`src/rtl/usb_ep2_pattern_engine.sv`:
```
// EP2 user-side engine: buffered loopback, incrementing source, checking sink.
// Keeps rx/tx byte counters and a saturating sink error counter.
module usb_ep2_pattern_engine #(
    parameter int          DEPTH = 16,
    parameter logic [7:0]  SEED  = 8'h00
) (
    input  logic        i_clk,
    input  logic        i_reset_n,
    input  logic [1:0]  i_mode,
    input  logic        i_clear,
    input  logic        i_rx_dval,
    input  logic [7:0]  i_rx_data,
    output logic        o_rx_rdy,
    input  logic        i_tx_afull,
    output logic        o_tx_dval,
    output logic [7:0]  o_tx_data,
    output logic [31:0] o_rx_cnt,
    output logic [31:0] o_tx_cnt,
    output logic [15:0] o_err_cnt,
    output logic        o_synced
);

    localparam int AW = $clog2(DEPTH);
    localparam logic [AW:0] FULL = (AW+1)'(DEPTH);

    typedef enum logic [1:0] {
        M_LOOP = 2'd0,
        M_SRC  = 2'd1,
        M_SINK = 2'd2,
        M_IDLE = 2'd3
    } mode_e;

    mode_e          mode_q;
    logic [AW-1:0]  wr_ptr_q, rd_ptr_q;
    logic [AW:0]    count_q;
    logic [7:0]     mem_q [DEPTH];
    logic [7:0]     src_q, exp_q;
    logic           tx_dval_q;
    logic [7:0]     tx_data_q;
    logic [31:0]    rx_cnt_q, tx_cnt_q;
    logic [15:0]    err_cnt_q;
    logic           synced_q;

    logic chg, accept, lb, push, pop, emit;

    assign chg    = mode_e'(i_mode) != mode_q;
    assign accept = i_rx_dval && o_rx_rdy;
    assign lb     = (mode_q == M_LOOP) && !chg;
    assign push   = accept && lb;
    assign pop    = lb && (count_q != '0) && !i_tx_afull;
    assign emit   = (mode_q == M_SRC) && !chg && !i_tx_afull;

    assign o_rx_rdy  = (mode_q != M_LOOP) || (count_q != FULL);
    assign o_tx_dval = tx_dval_q;
    assign o_tx_data = tx_data_q;
    assign o_rx_cnt  = rx_cnt_q;
    assign o_tx_cnt  = tx_cnt_q;
    assign o_err_cnt = err_cnt_q;
    assign o_synced  = synced_q;

    always_ff @(posedge i_clk) begin
        if (push) mem_q[wr_ptr_q] <= i_rx_data;
    end

    always_ff @(posedge i_clk or negedge i_reset_n) begin
        if (!i_reset_n) begin
            mode_q    <= M_LOOP;
            wr_ptr_q  <= '0;
            rd_ptr_q  <= '0;
            count_q   <= '0;
            src_q     <= SEED;
            exp_q     <= 8'h00;
            tx_dval_q <= 1'b0;
            tx_data_q <= 8'h00;
            rx_cnt_q  <= '0;
            tx_cnt_q  <= '0;
            err_cnt_q <= '0;
            synced_q  <= 1'b0;
        end else begin
            if (accept) rx_cnt_q <= rx_cnt_q + 32'd1;
            if (tx_dval_q) tx_cnt_q <= tx_cnt_q + 32'd1;

            // A mode change wins over push, pop and emit on this edge.
            if (chg) begin
                mode_q    <= mode_e'(i_mode);
                wr_ptr_q  <= '0;
                rd_ptr_q  <= '0;
                count_q   <= '0;
                src_q     <= SEED;
                synced_q  <= 1'b0;
                tx_dval_q <= 1'b0;
            end else begin
                if (push) wr_ptr_q <= wr_ptr_q + AW'(1);
                if (pop)  rd_ptr_q <= rd_ptr_q + AW'(1);
                unique case ({push, pop})
                    2'b10:   count_q <= count_q + (AW+1)'(1);
                    2'b01:   count_q <= count_q - (AW+1)'(1);
                    default: count_q <= count_q;
                endcase

                tx_dval_q <= pop || emit;
                if (pop) begin
                    tx_data_q <= mem_q[rd_ptr_q];
                end else if (emit) begin
                    tx_data_q <= src_q;
                    src_q     <= src_q + 8'd1;
                end

                if ((mode_q == M_SINK) && accept) begin
                    exp_q <= i_rx_data + 8'd1;
                    if (!synced_q) begin
                        synced_q <= 1'b1;
                    end else if (i_rx_data == exp_q) begin
                        exp_q <= exp_q + 8'd1;
                    end else if (err_cnt_q != 16'hFFFF) begin
                        err_cnt_q <= err_cnt_q + 16'd1;
                    end
                end
            end

            if (i_clear) begin
                rx_cnt_q  <= '0;
                tx_cnt_q  <= '0;
                err_cnt_q <= '0;
                synced_q  <= 1'b0;
                src_q     <= SEED;
            end
        end
    end

endmodule

```
`config.mk`:
```
export PLATFORM = sky130hd
export DESIGN_NAME = usb_ep2_pattern_engine
export DESIGN_NICKNAME = d
export VERILOG_FILES = /design/src/rtl/usb_ep2_pattern_engine.sv
export SDC_FILE = /design/constraint.sdc
export NUM_CORES = 1
export LEC_CHECK = 0
export ABC_AREA = 1
export CAP_MARGIN = 20
export CORE_ASPECT_RATIO = 0.5
export CORE_MARGIN = 3
export CORE_UTILIZATION = 60
export DETAILED_ROUTE_END_ITERATION = 8
export PLACE_DENSITY = 0.86
export SLEW_MARGIN = 5
export SYNTH_ARGS = -nofsm -noshare
export SYNTH_HDL_FRONTEND = slang
export SYNTH_SLANG_ARGS = --single-unit
```
`constraint.sdc`:
```
create_clock -name i_clk -period 5.3 [get_ports i_clk]
set_input_delay 0.53 -clock i_clk [delete_from_list [all_inputs] [get_ports i_clk]]
set_output_delay 0.53 -clock i_clk [all_outputs]
set_load 0.03 [all_outputs]
```
* Word level (Yosys, flattened, before mapping)
Memories as Yosys holds them, arrays and structs flattened. Index checks and enable logic that the tools add are counted.
Word-level totals: register bits 121, memory bits (writable) 128, output and inout bits 91, word-level logic and storage cells 95, memories 1
Cells by class: $add $sub $neg 10, equal/unequal tests 11, muxes and demuxes 30, bitwise logic cells 1, reductions and logical operators 30
Memory list:
- mem_q | depth 16, width 8, rd ports 1, clocked after Yosys merged registers in 0, write ports 1, line 36 | logic [7:0] mem_q [DEPTH];
Operator list (count):
- $mux 32 | 4
- $mux 16 | 6
- $add 32x1->32 const B | 2
- $mux 8 | 8
- $add 8x1->8 const B | 3
- $reduce_bool 2->1 | 9
- $add 16x1->16 const B | 1
- $mux 4 | 4
- $ne 16x16->1 const B | 1
- $pmux 5 s2 | 1
- $reduce_bool 3->1 | 3
- $add 4x1->4 const B | 2
- $eq 8x8->1 | 1
- $logic_and 1x1->1 | 8
- $mux 1 | 6
- $reduce_and 2->1 | 3
- $add 5x1->5 const B | 1
- $mux 5 | 1
- $ne 5x5->1 const B | 1
- $reduce_and 5->1 | 1
- $reduce_bool 5->1 | 1
- $sub 5x1->5 const B | 1
- $eq 2x1->1 const B | 2
- $eq 2x2->1 const B | 2
- 7 further kinds | 10

* Depth between registers and ports, before layout
Gate-level depths: netlist of run 1.
word-level depth 8, gate-level depth with buffers 16, gate-level depth less buffers 16

* Worst setup path after synthesis of run 1
No wires, ideal clock.
kind input -> register, start point input i_mode[0], end point register count_q[4], library setup time 0.117 ns, arrival 1.889 ns, setup slack 3.293 ns, stages 15, cell sequence inv_1 nand4_1 nor2_2 nand2_1 nand2_1 nand2_1 inv_1 ha_1 inv_1 nand2_1 nand3_1 nand2_1 nand2_1 nand3_1 nand2_1
Between the ends: word-level cells in the longest chain between the ends 8
RTL lines:
- start, declared | line 9 | input logic [1:0] i_mode,
- $ne 2x2->1 * | line 46 | assign chg = mode_e'(i_mode) != mode_q;
- $logic_not 1->1 | line 48 | assign lb = (mode_q == M_LOOP) && !chg;
- $logic_and 1x1->1 | line 48
- $logic_and 1x1->1 (2 in series) | line 50 | assign pop = lb && (count_q != '0) && !i_tx_afull;
- $eq 2x1->1 / $eq 2x2->1 (equally long branches) | line 95 | unique case ({push, pop})
- $pmux 5 s2 | line 95
- $mux 5 | line 84 | if (chg) begin
- end signal, assigned | line 96 | 2'b10: count_q <= count_q + (AW+1)'(1);
- end signal, assigned | line 97 | 2'b01: count_q <= count_q - (AW+1)'(1);
- end signal, assigned | line 98 | default: count_q <= count_q;
- end, declared | line 35 | logic [AW:0] count_q;
Mark *: on every way between the ends. The rest lies on a longest branch, timed or not. A chain may end at the register's enable or synchronous reset.

* Worst setup path in the final report of run 1
start point register rd_ptr_q[2], end point register tx_data_q[3], in the netlist o_tx_data[3]
Between the ends: word-level cells in the longest chain between the ends 2
RTL lines:
- start, declared | line 34 | logic [AW-1:0] wr_ptr_q, rd_ptr_q;
- start signal, assigned | line 94 | if (pop) rd_ptr_q <= rd_ptr_q + AW'(1);
- $mem_v2 16x8
- $mux 8 | line 102 | if (pop) begin
- end signal, assigned | line 103 | tx_data_q <= mem_q[rd_ptr_q];
- end signal, assigned | line 105 | tx_data_q <= src_q;
- end, declared | line 39 | logic [7:0] tx_data_q;
No other way between the ends.

==> flow_summary.toml, run 1 <==
[finish]
area_delta_synth_final_pct = 17.12
drive_gt1_frac = 0.05051
postLayoutCellArea_um2 = 14280
diodes = 0
fin_nets = 1476
nFillCells = 1342

[route]
viasPerCell = 6.076
dr.pass1.iters = 6
wl_um = 32110
detail-route-antenna-nets = 0
wire_per_inst_um = 18.55
drc_errors = 0
drt_iter0_drc = 1281
vias = 10518

[global_routing]
antenna_found_initial = 0
grt_overflow_total = 0
grt_pass1_vias = 10240
grt_pass1_wl_um = 51860
grtUsageTotal = 0.2854
grt_max_degree = 78

[clocking]
post_cts_resized = 0
cts_sinks = 249
cts-htree-levels = 1
cts_root_buffer = "clkbuf_16"
clk_path_buf_depth = 3
hold_buffers = 0
cts_setup_buffers = 0
path_clk_slew_ns = 0.07
cts_made_buffers = 23
cts_tree = "yes"
clock_latency_ns = 0.53

[floorplan]
die_area_um2 = 22170
core_um2 = 19680
die_x_um = 207.6
start_util = 0.6194
rows = 36
ios = 106
fp.dieH_um = 106.8

[setup_path]
r2r_end = "o_tx_data[3]$_DFFE_PN0P_"
path_class = "reg2reg"
cp_data_arrival_time_ns = 3.22
rr_startpoint = "rd_ptr_q[2]$_DFFE_PN0P_"
cp_max_fo = 18
critPathCaptureType = "flop"
startpoint_type = "flop"
r2r_cells = 5
worst_ep_required_time_ns = 5.71
ff2ff_setup_slack_ns = 2.49

[sta]
period_share = 0.5297
clock.fmax_mhz = 356.2
tightest_slew_ns = 1.120
finClkSkew_ns = 0.02812
holdWs_ns = -0.02667
slew_headroom = 0.2505
drv_slew = 0
timing.final.crit_period_ns = 2.808
final-hold-violation-count = 12
rsz0062_at_grt = "false"
tns_ns = 0
setup_viol = 0

[outcome]
status = "complete, but fails checks"
violations = "hold timing"

[yosys]
yosys.cell_types.count = 41
yosysWarningCount = 0
synth_edf_count = 128
netlist_area_um2 = 12190
synth.ff_latch_count = 249
synth.avg_cell_area_um2 = 9.011
syn_inst = 1353
synth.area.top_cells = "edfxtp_1, dfrtp_1, nand2_1, o21ai_0, nor2_1"
async_flop_share = 0.4859
synth_most_common_cell = "nand2_1"
synth_top_area_share = 0.3153
ys.flop_type = "edfxtp_1"
synth_fp_nets = 1381
synth_common_cells = "nand2_1, nor2_1, o21ai_0"
synth_seq_area_share = 0.5636
yosys.area.top_type = "edfxtp_1"

[placement]
port_buffers = 105
gp_congestion = 0.9235
placed_area_um2 = 13450
detailed_place_hpwl_um = 21020

[power_and_ir_drop]
ir_worst_vdd_v = 0.0003015
p_leak_nw = 5.515
p_per_area_nw_per_um2 = 284.4

[flow_run]
max-cap-violations = 0

[hold_path]
worstHoldPathType = "in2async"
## cells by family after synthesis
family,synth area share
simple gates,0.2287
flops,0.5636
compound gates,0.1132
buf+inv,0.05891
xor+xnor,0.02227
fa+ha+maj,0.01334
## cells in the final DEF, fill, tap and decap left out, types with 6 or more instances in the layout
master             n
nand2_1          243
nor2_1           182
o21ai_0          139
inv_1            136
edfxtp_1         128
dfrtp_1          121
clkdlybuf4s50_1  104
nand3_1           86
nor3_1            45
a21oi_1           36
nand4_1           33
xor2_1            25
clkbuf_16         23
o221ai_1          19
ha_1              13
o31ai_1           12
o211ai_1          12
nor4_1            11
o22ai_1           11
buf_4             10
nand2_2            7
nor3b_1            6
xnor2_1            6
## cell type report
cell class | count | area [um^2] | share of cell area
Clock inverter | 14 | 165.2 | 0.01157
Multi-Input combinational cell | 917 | 4602 | 0.3223
Timing Repair Buffer | 116 | 1164 | 0.08149
Tap cell | 266 | 332.8 | 0.02331
Sequential cell | 249 | 6872 | 0.4812
Inverter | 141 | 529.3 | 0.03707
Clock buffer | 28 | 614.3 | 0.04302
## layer usage
layer / up-vias / part of all wire / track usage / routed length (um)
li1: 4812 / - / - / -
met1: 5016 / 0.40 / 0.3885 / 12970
met2: 606 / 0.48 / 0.4791 / 15440
met3: 84 / 0.090 / 0.04677 / 2905
met4: 0 / 0.025 / 0.08853 / 792
met5: - / 0 / 0 / 0
## state kept, by name (all words and copies together) (netlist names), 2 cells and up
| register | flops |
|---|---|
| o_tx_cnt | 32 |
| o_err_cnt | 16 |
| mem_q | 128 |
| mode_q | 2 |
| o_rx_cnt | 32 |
| src_q | 8 |
| rd_ptr_q | 4 |
| count_q | 5 |
| o_tx_data | 8 |
| wr_ptr_q | 4 |
| exp_q | 8 |
## through the flow
stage / utilization / worst slack [ns] / cells / hold WS [ns] / total power, W
after floorplan: - / 3.293 / 1353 / 0.2344 / 0.002262
after global placement: 0.6834 / 2.294 / 1687 / 0.4717 / 0.002358
after detailed placement: 0.6834 / 2.183 / 1687 / 0.4773 / 0.002368
after CTS: 0.7230 / 2.625 / 1729 / 0.2166 / 0.004066
after global routing: 0.7254 / 2.320 / 1731 / 0.003477 / 0.004175
final: 0.7254 / 2.492 / 1731 / -0.02667 / 0.004060
## how the worst max path moves through the flow
stage / slack (ns) / from / endpoint / cells after the start
after floorplan: 3.29 / i_mode[0] / count_q[4]$_DFFE_PN0P_ / 15
after global placement: 2.29 / i_mode[0] / count_q[4]$_DFFE_PN0P_ / 16
after detailed placement: 2.18 / i_mode[0] / count_q[4]$_DFFE_PN0P_ / 16
after CTS: 2.63 / rd_ptr_q[2]$_DFFE_PN0P_ / rd_ptr_q[3]$_DFFE_PN0P_ / 4
after global routing: 2.32 / count_q[0]$_DFFE_PN0P_ / count_q[4]$_DFFE_PN0P_ / 15
final: 2.49 / rd_ptr_q[2]$_DFFE_PN0P_ / o_tx_data[3]$_DFFE_PN0P_ / 5
## critical path, cell delays in order (launching register included)
cell and delay, ns:
dfrtp_1 0.87, clkinv_1 0.91, o211ai_1 0.52, nand3_1 0.16
o211ai_1 0.16, nand2_1 0.08
## power by group
part | internal [W] | leakage, nW | switching (W)
combinational | 0.0000761 | 2.32 | 0.000159
sequential | 0.00207 | 2.82 | 0.0000321
clock | 0.000984 | 0.384 | 0.000741
(Power assumes the default switching activity.)
==> inputs of run 2 (changes only) <==
CORE_UTILIZATION = 58   (was 60)
PLACE_DENSITY = 0.84   (was 0.86)
clock period = 2.65 ns   (was 5.3 ns; I/O delays follow)
==> run 2 against run 1 <==
Against the previous run: the run now ends clean; critical path depth is the same; clock power grew 93%; critical endpoint is now o_rx_rdy; routed wire length shrank 0.59%; utilization shrank 0.23 points; final cell count grew 1.8%; worst hold slack gained 0.26 ns; via count shrank 0.23%; worst setup slack lost 2.2 ns; largest power group unchanged; combinational power grew 110%.
==> flow_summary.toml, run 2 (synthesis gave the netlist of run 1 again) <==
[outcome]
status = "finished, final reports clean"

[sta]
setup_viol = 0
drv_slew = 0
fin_ws_ns = 0.2950
finClkSkew_ns = 0.01706
period_share = 0.8887
holdWs_ns = 0.2364
tns_ns = 0
timing.final.crit_period_ns = 2.355
clock.fmax_mhz = 424.6
slew_headroom = 0.5798
tightest_slew_ns = 0.6304
rsz0062_at_grt = "false"
final-hold-violation-count = 0

[power_and_ir_drop]
p_per_area_nw_per_um2 = 552.4
ir_worst_vdd_v = 0.0004047
p_leak_nw = 5.665

[clocking]
path_clk_slew_ns = 0.06
cts_root_buffer = "clkbuf_16"
cts_made_buffers = 23
cts-htree-levels = 1
clk_path_buf_depth = 3
cts_sinks = 249
cts_tree = "yes"
clock_latency_ns = 0.53

[finish]
regMostFlops = "mem_q"
fin_util = 0.7231
area_delta_synth_final_pct = 18.88
final_common_cell = "nand2_1"
nFillCells = 1375
layout_common_cells = "nand2_1, nor2_1, o21ai_0"
fin_nets = 1508
postLayoutCellArea_um2 = 14490
seq_area_um2 = 6872
multi_input_area_um2 = 4609
drive_gt1_frac = 0.06885
diodes = 0
largest_reg_flops = 128

[flow_run]
max-cap-violations = 0

[global_routing]
grt_pass1_vias = 10155
antenna_found_initial = 0
grtUsageTotal = 0.2816
grt_max_degree = 66
grt_overflow_total = 0
grt_pass1_wl_um = 51680

[route]
vias = 10494
drc_errors = 0
dr.pass1.iters = 5
viasPerCell = 5.956
detail-route-antenna-nets = 0
wl_um = 31920
wire_per_inst_um = 18.11
drt_iter0_drc = 1041

[setup_path]
cp_max_fo = 6
cp_data_arrival_time_ns = 2.09
worst_ep_required_time_ns = 2.38
startpoint_type = "flop"
path_class = "reg2out"
ff2ff_setup_slack_ns = 0.39
critPathCaptureType = "primary output"

[floorplan]
die_area_um2 = 22900
rows = 36
fp.dieH_um = 108.5
ios = 106
start_util = 0.6082
die_x_um = 211.0
core_um2 = 20040

[hold_path]
worstHoldPathType = "in2async"

[placement]
dp_slack_ns = 0.2130
detailed_place_hpwl_um = 21920
placed_area_um2 = 13720
port_buffers = 105
gp_congestion = 0.9854
run 2: cell count changes in the layout (fill, tap and decap cells not counted), moves of 2 or more:
cell	change
clkinv_1	-2
clkbuf_8	+2
buf_4	+31
bufinv_16	-2
clkbuf_1	+3
run 2: area by class of cell:
type | count | share of cell area
clock inverters | 7 | 0.005093
flip-flops and latches | 249 | 0.4741
multi-input cells | 917 | 0.3180
clock buffers | 34 | 0.04679
inverters | 141 | 0.03652
repair buffers | 148 | 0.09651
well taps | 266 | 0.02296
run 2: critical path, cell delays in order, from the launching register on:
cell and delay, ns:
dfrtp_1 0.43, nor2_1 0.18, nand2_1 0.13, nor2_1 0.12
nand2_1 0.10, clkdlybuf4s50_1 0.61
run 2: routing by layer:
layer	vias up	wire length [um]	global-route usage
li1	4894	-	-
met1	4989	12810	0.3728
met2	533	15470	0.4905
met3	78	2738	0.04203
met4	0	903	0.08305
met5	-	0	0
run 2: timing repair:
| action | 4_1_cts | 5_1_grt |
|---|---|---|
| setup endpoints to repair | 0 | 1 |
| gates resized for setup | 0 | 1 |
| hold buffers | 1 | 0 |
| buffers inserted | 0 | 0 |
| endpoints found under the hold margin | 29 | 0 |
run 2: through the flow:
| step | total power, W | std cells |
|---|---|---|
| after CTS | 0.008044 | 1762 |
| after global routing | 0.008263 | 1762 |
| final | 0.008006 | 1762 |
| after floorplan | 0.004524 | 1353 |
| after detailed placement | 0.004757 | 1720 |
| after global placement | 0.004734 | 1720 |
run 2: path summary, 6_finish.rpt:
path | startpoint | end | depth (start not counted)
max reg2reg | count_q[0]$_DFFE_PN0P_ | count_q[4]$_DFFE_PN0P_ | 12
max in group asynchronous | i_reset_n | o_rx_cnt[13]$_DFFE_PN0P_ | 3
min | i_reset_n | o_tx_cnt[14]$_DFFE_PN0P_ | 2
max | count_q[0]$_DFFE_PN0P_ | o_rx_rdy | 5
min reg2reg | o_tx_data[6]$_DFFE_PN0P_ | o_tx_data[6]$_DFFE_PN0P_ | 2
min in group i_clk | i_mode[1] | mode_q[1]$_DFFE_PN0P_ | 1
run 2: report_power, final:
| part | internal, W | total, W | switching [W] |
|---|---|---|---|
| clock | 0.00188 | 0.00332 | 0.00143 |
| sequential | 0.00414 | 0.00420 | 0.0000655 |
| combinational | 0.000163 | 0.000486 | 0.000323 |
| total | 0.00618 | 0.00801 | 0.00182 |
==> inputs of run 3 (changes only) <==
CELL_PAD_IN_SITES_DETAIL_PLACEMENT = 0   (was default)
CELL_PAD_IN_SITES_GLOBAL_PLACEMENT = 1   (was default)
CORE_UTILIZATION = 40   (was 58)
PLACE_DENSITY = 0.8   (was 0.84)
clock period = 2 ns   (was 2.65 ns; I/O delays follow)
==> run 3 against run 2 <==
Against the previous run: sequential share of layout area fell by 2.8 points; largest power group unchanged; flip-flop and latch count did not move; via count fell by 1.5%; utilization fell by 20 points; global-route usage fell by 7.8 points; worst setup slack got worse by 0.25 ns; final cell count rose by 11%; clock-buffer cell count rose by 5; register-to-register slack got worse by 0.32 ns; critical path type unchanged; clock skew rose by 0.010 ns; critical endpoint is now o_rx_cnt[20].
==> flow_summary.toml, run 3 (synthesis gave the netlist of run 1 again) <==
[outcome]
status = "finished, final reports clean"

[floorplan]
core_um2 = 29510
die_area_um2 = 32740
ios = 106
start_util = 0.4132
fp.dieH_um = 129.5
rows = 44
die_x_um = 252.9

[clocking]
clock_latency_ns = 0.54
cts_root_buffer = "clkbuf_16"
cts_made_buffers = 24
cts_tree = "yes"
path_clk_slew_ns = 0.06
clk_path_buf_depth = 3
cts-htree-levels = 1
cts_sinks = 249

[setup_path]
startpoint_type = "flop"
ff2ff_setup_slack_ns = 0.07
rr_startpoint = "mode_q[1]$_DFFE_PN0P_"
crit_family = "buffers and inverters"
critPathCaptureType = "primary output"
endpoint = "o_rx_cnt[20]"
slowest_delay_ns = 0.73
r2r_end = "count_q[4]$_DFFE_PN0P_"
startpoint = "o_rx_cnt[20]$_DFFE_PN0P_"
path_cells = "clkdlybuf4s50_1"
r2r_cells = 14
worst_path_max_delay_cell = "clkdlybuf4s50_1"
path_buf_inv = 1
cp_data_arrival_time_ns = 1.75
path_depth = 1
worst_ep_required_time_ns = 1.80
cp_max_fo = 5
path_class = "reg2out"

[finish]
seq_area_um2 = 6874
layout_common_cells = "nand2_1, nor2_1, o21ai_0"
drive_gt1_frac = 0.1268
regMostFlops = "mem_q"
fin_nets = 1572
largest_reg_flops = 128
fin_util = 0.5220
fin_cells = 1953
nFillCells = 2696
diodes = 0
area_delta_synth_final_pct = 26.34
multi_input_area_um2 = 4768
final_common_cell = "nand2_1"

[route]
wire_per_inst_um = 17.22
dr.pass1.iters = 5
detail-route-antenna-nets = 0
drc_errors = 0
wl_um = 33620
vias = 10334
drt_iter0_drc = 846
viasPerCell = 5.291

[global_routing]
grtUsageTotal = 0.2041
grt_max_degree = 44
antenna_found_initial = 0
grt_pass1_vias = 10049
grt_pass1_wl_um = 53740
grt_overflow_total = 0

[sta]
rsz0062_at_grt = "true"
tns_ns = 0
timing.final.crit_period_ns = 1.951
drv_slew = 0
clock.fmax_mhz = 512.5
tightest_slew_ns = 0.5643
holdWs_ns = 0.2035
slew_headroom = 0.6238
finClkSkew_ns = 0.02732
fin_ws_ns = 0.04882
setup_viol = 0
period_share = 0.9756
final-hold-violation-count = 0

[placement]
dp_slack_ns = -0.1592
port_buffers = 105
gp_congestion = 0.8790
dp_cells = 1900
detailed_place_hpwl_um = 24030

[power_and_ir_drop]
p_per_area_nw_per_um2 = 709.7
p_leak_nw = 6.031
ir_worst_vdd_v = 0.0007654

[hold_path]
worstHoldPathType = "in2async"

[flow_run]
max-cap-violations = 0
run 3: timing repair:
action | 4_1_cts | 5_1_grt
endpoints found under the setup margin | 2 | 38
hold buffers | 1 | 0
hold endpoints to repair | 37 | 0
resized for setup | 2 | 42
setup buffers | 0 | 8
pin swaps | 0 | 8
run 3: per-layer routing:
metal / GRT usage / wire, um / vias up / share of wire
met5: 0 / 0 / - / 0
met4: 0.04772 / 701 / 0 / 0.021
met3: 0.03008 / 1740 / 52 / 0.052
met2: 0.3450 / 15790 / 312 / 0.47
met1: 0.2811 / 15390 / 4952 / 0.46
li1: - / - / 5018 / -
run 3: layout make-up:
| type | instances | area share |
|---|---|---|
| Timing Repair Buffer | 211 | 0.1251 |
| Sequential cell | 249 | 0.4463 |
| Inverter | 141 | 0.03460 |
| Clock inverter | 5 | 0.004143 |
| Clock buffer | 39 | 0.04857 |
| Multi-Input combinational cell | 917 | 0.3096 |
| Tap cell | 391 | 0.03176 |
run 3: power by group:
part	switching (W)	internal, W	total (W)
combinational	0.000452	0.000267	0.000719
clock	0.00195	0.00269	0.00464
sequential	0.0000886	0.00548	0.00557
total	0.00249	0.00844	0.0109
run 3: how the worst min path moves through the flow:
stage | depth (start not counted) | end
2_1_floorplan | 0 | count_q[0]$_DFFE_PN0P_
3_3_place_gp | 1 | o_tx_data[6]$_DFFE_PN0P_
3_5_place_dp | 1 | o_tx_data[3]$_DFFE_PN0P_
4_1_cts | 1 | mode_q[0]$_DFFE_PN0P_
5_1_grt | 1 | mode_q[0]$_DFFE_PN0P_
6_report | 2 | o_tx_data[3]$_DFFE_PN0P_
run 3: per-stage QoR:
step / total power (W) / cell area (um^2)
2_1_floorplan: 0.005994 / 12190
3_3_place_gp: 0.006350 / 14340
3_5_place_dp: 0.006363 / 14340
4_1_cts: 0.01101 / 15170
5_1_grt: 0.01135 / 15400
6_report: 0.01093 / 15400
run 3: worst reg2reg max path: cells and delay by family, from the launching register on:
kind,cells,cell delay [ns]
buf+inv,4,0.32
simple gates,9,0.95
fa+ha+maj,1,0.16
flops,1,0.38
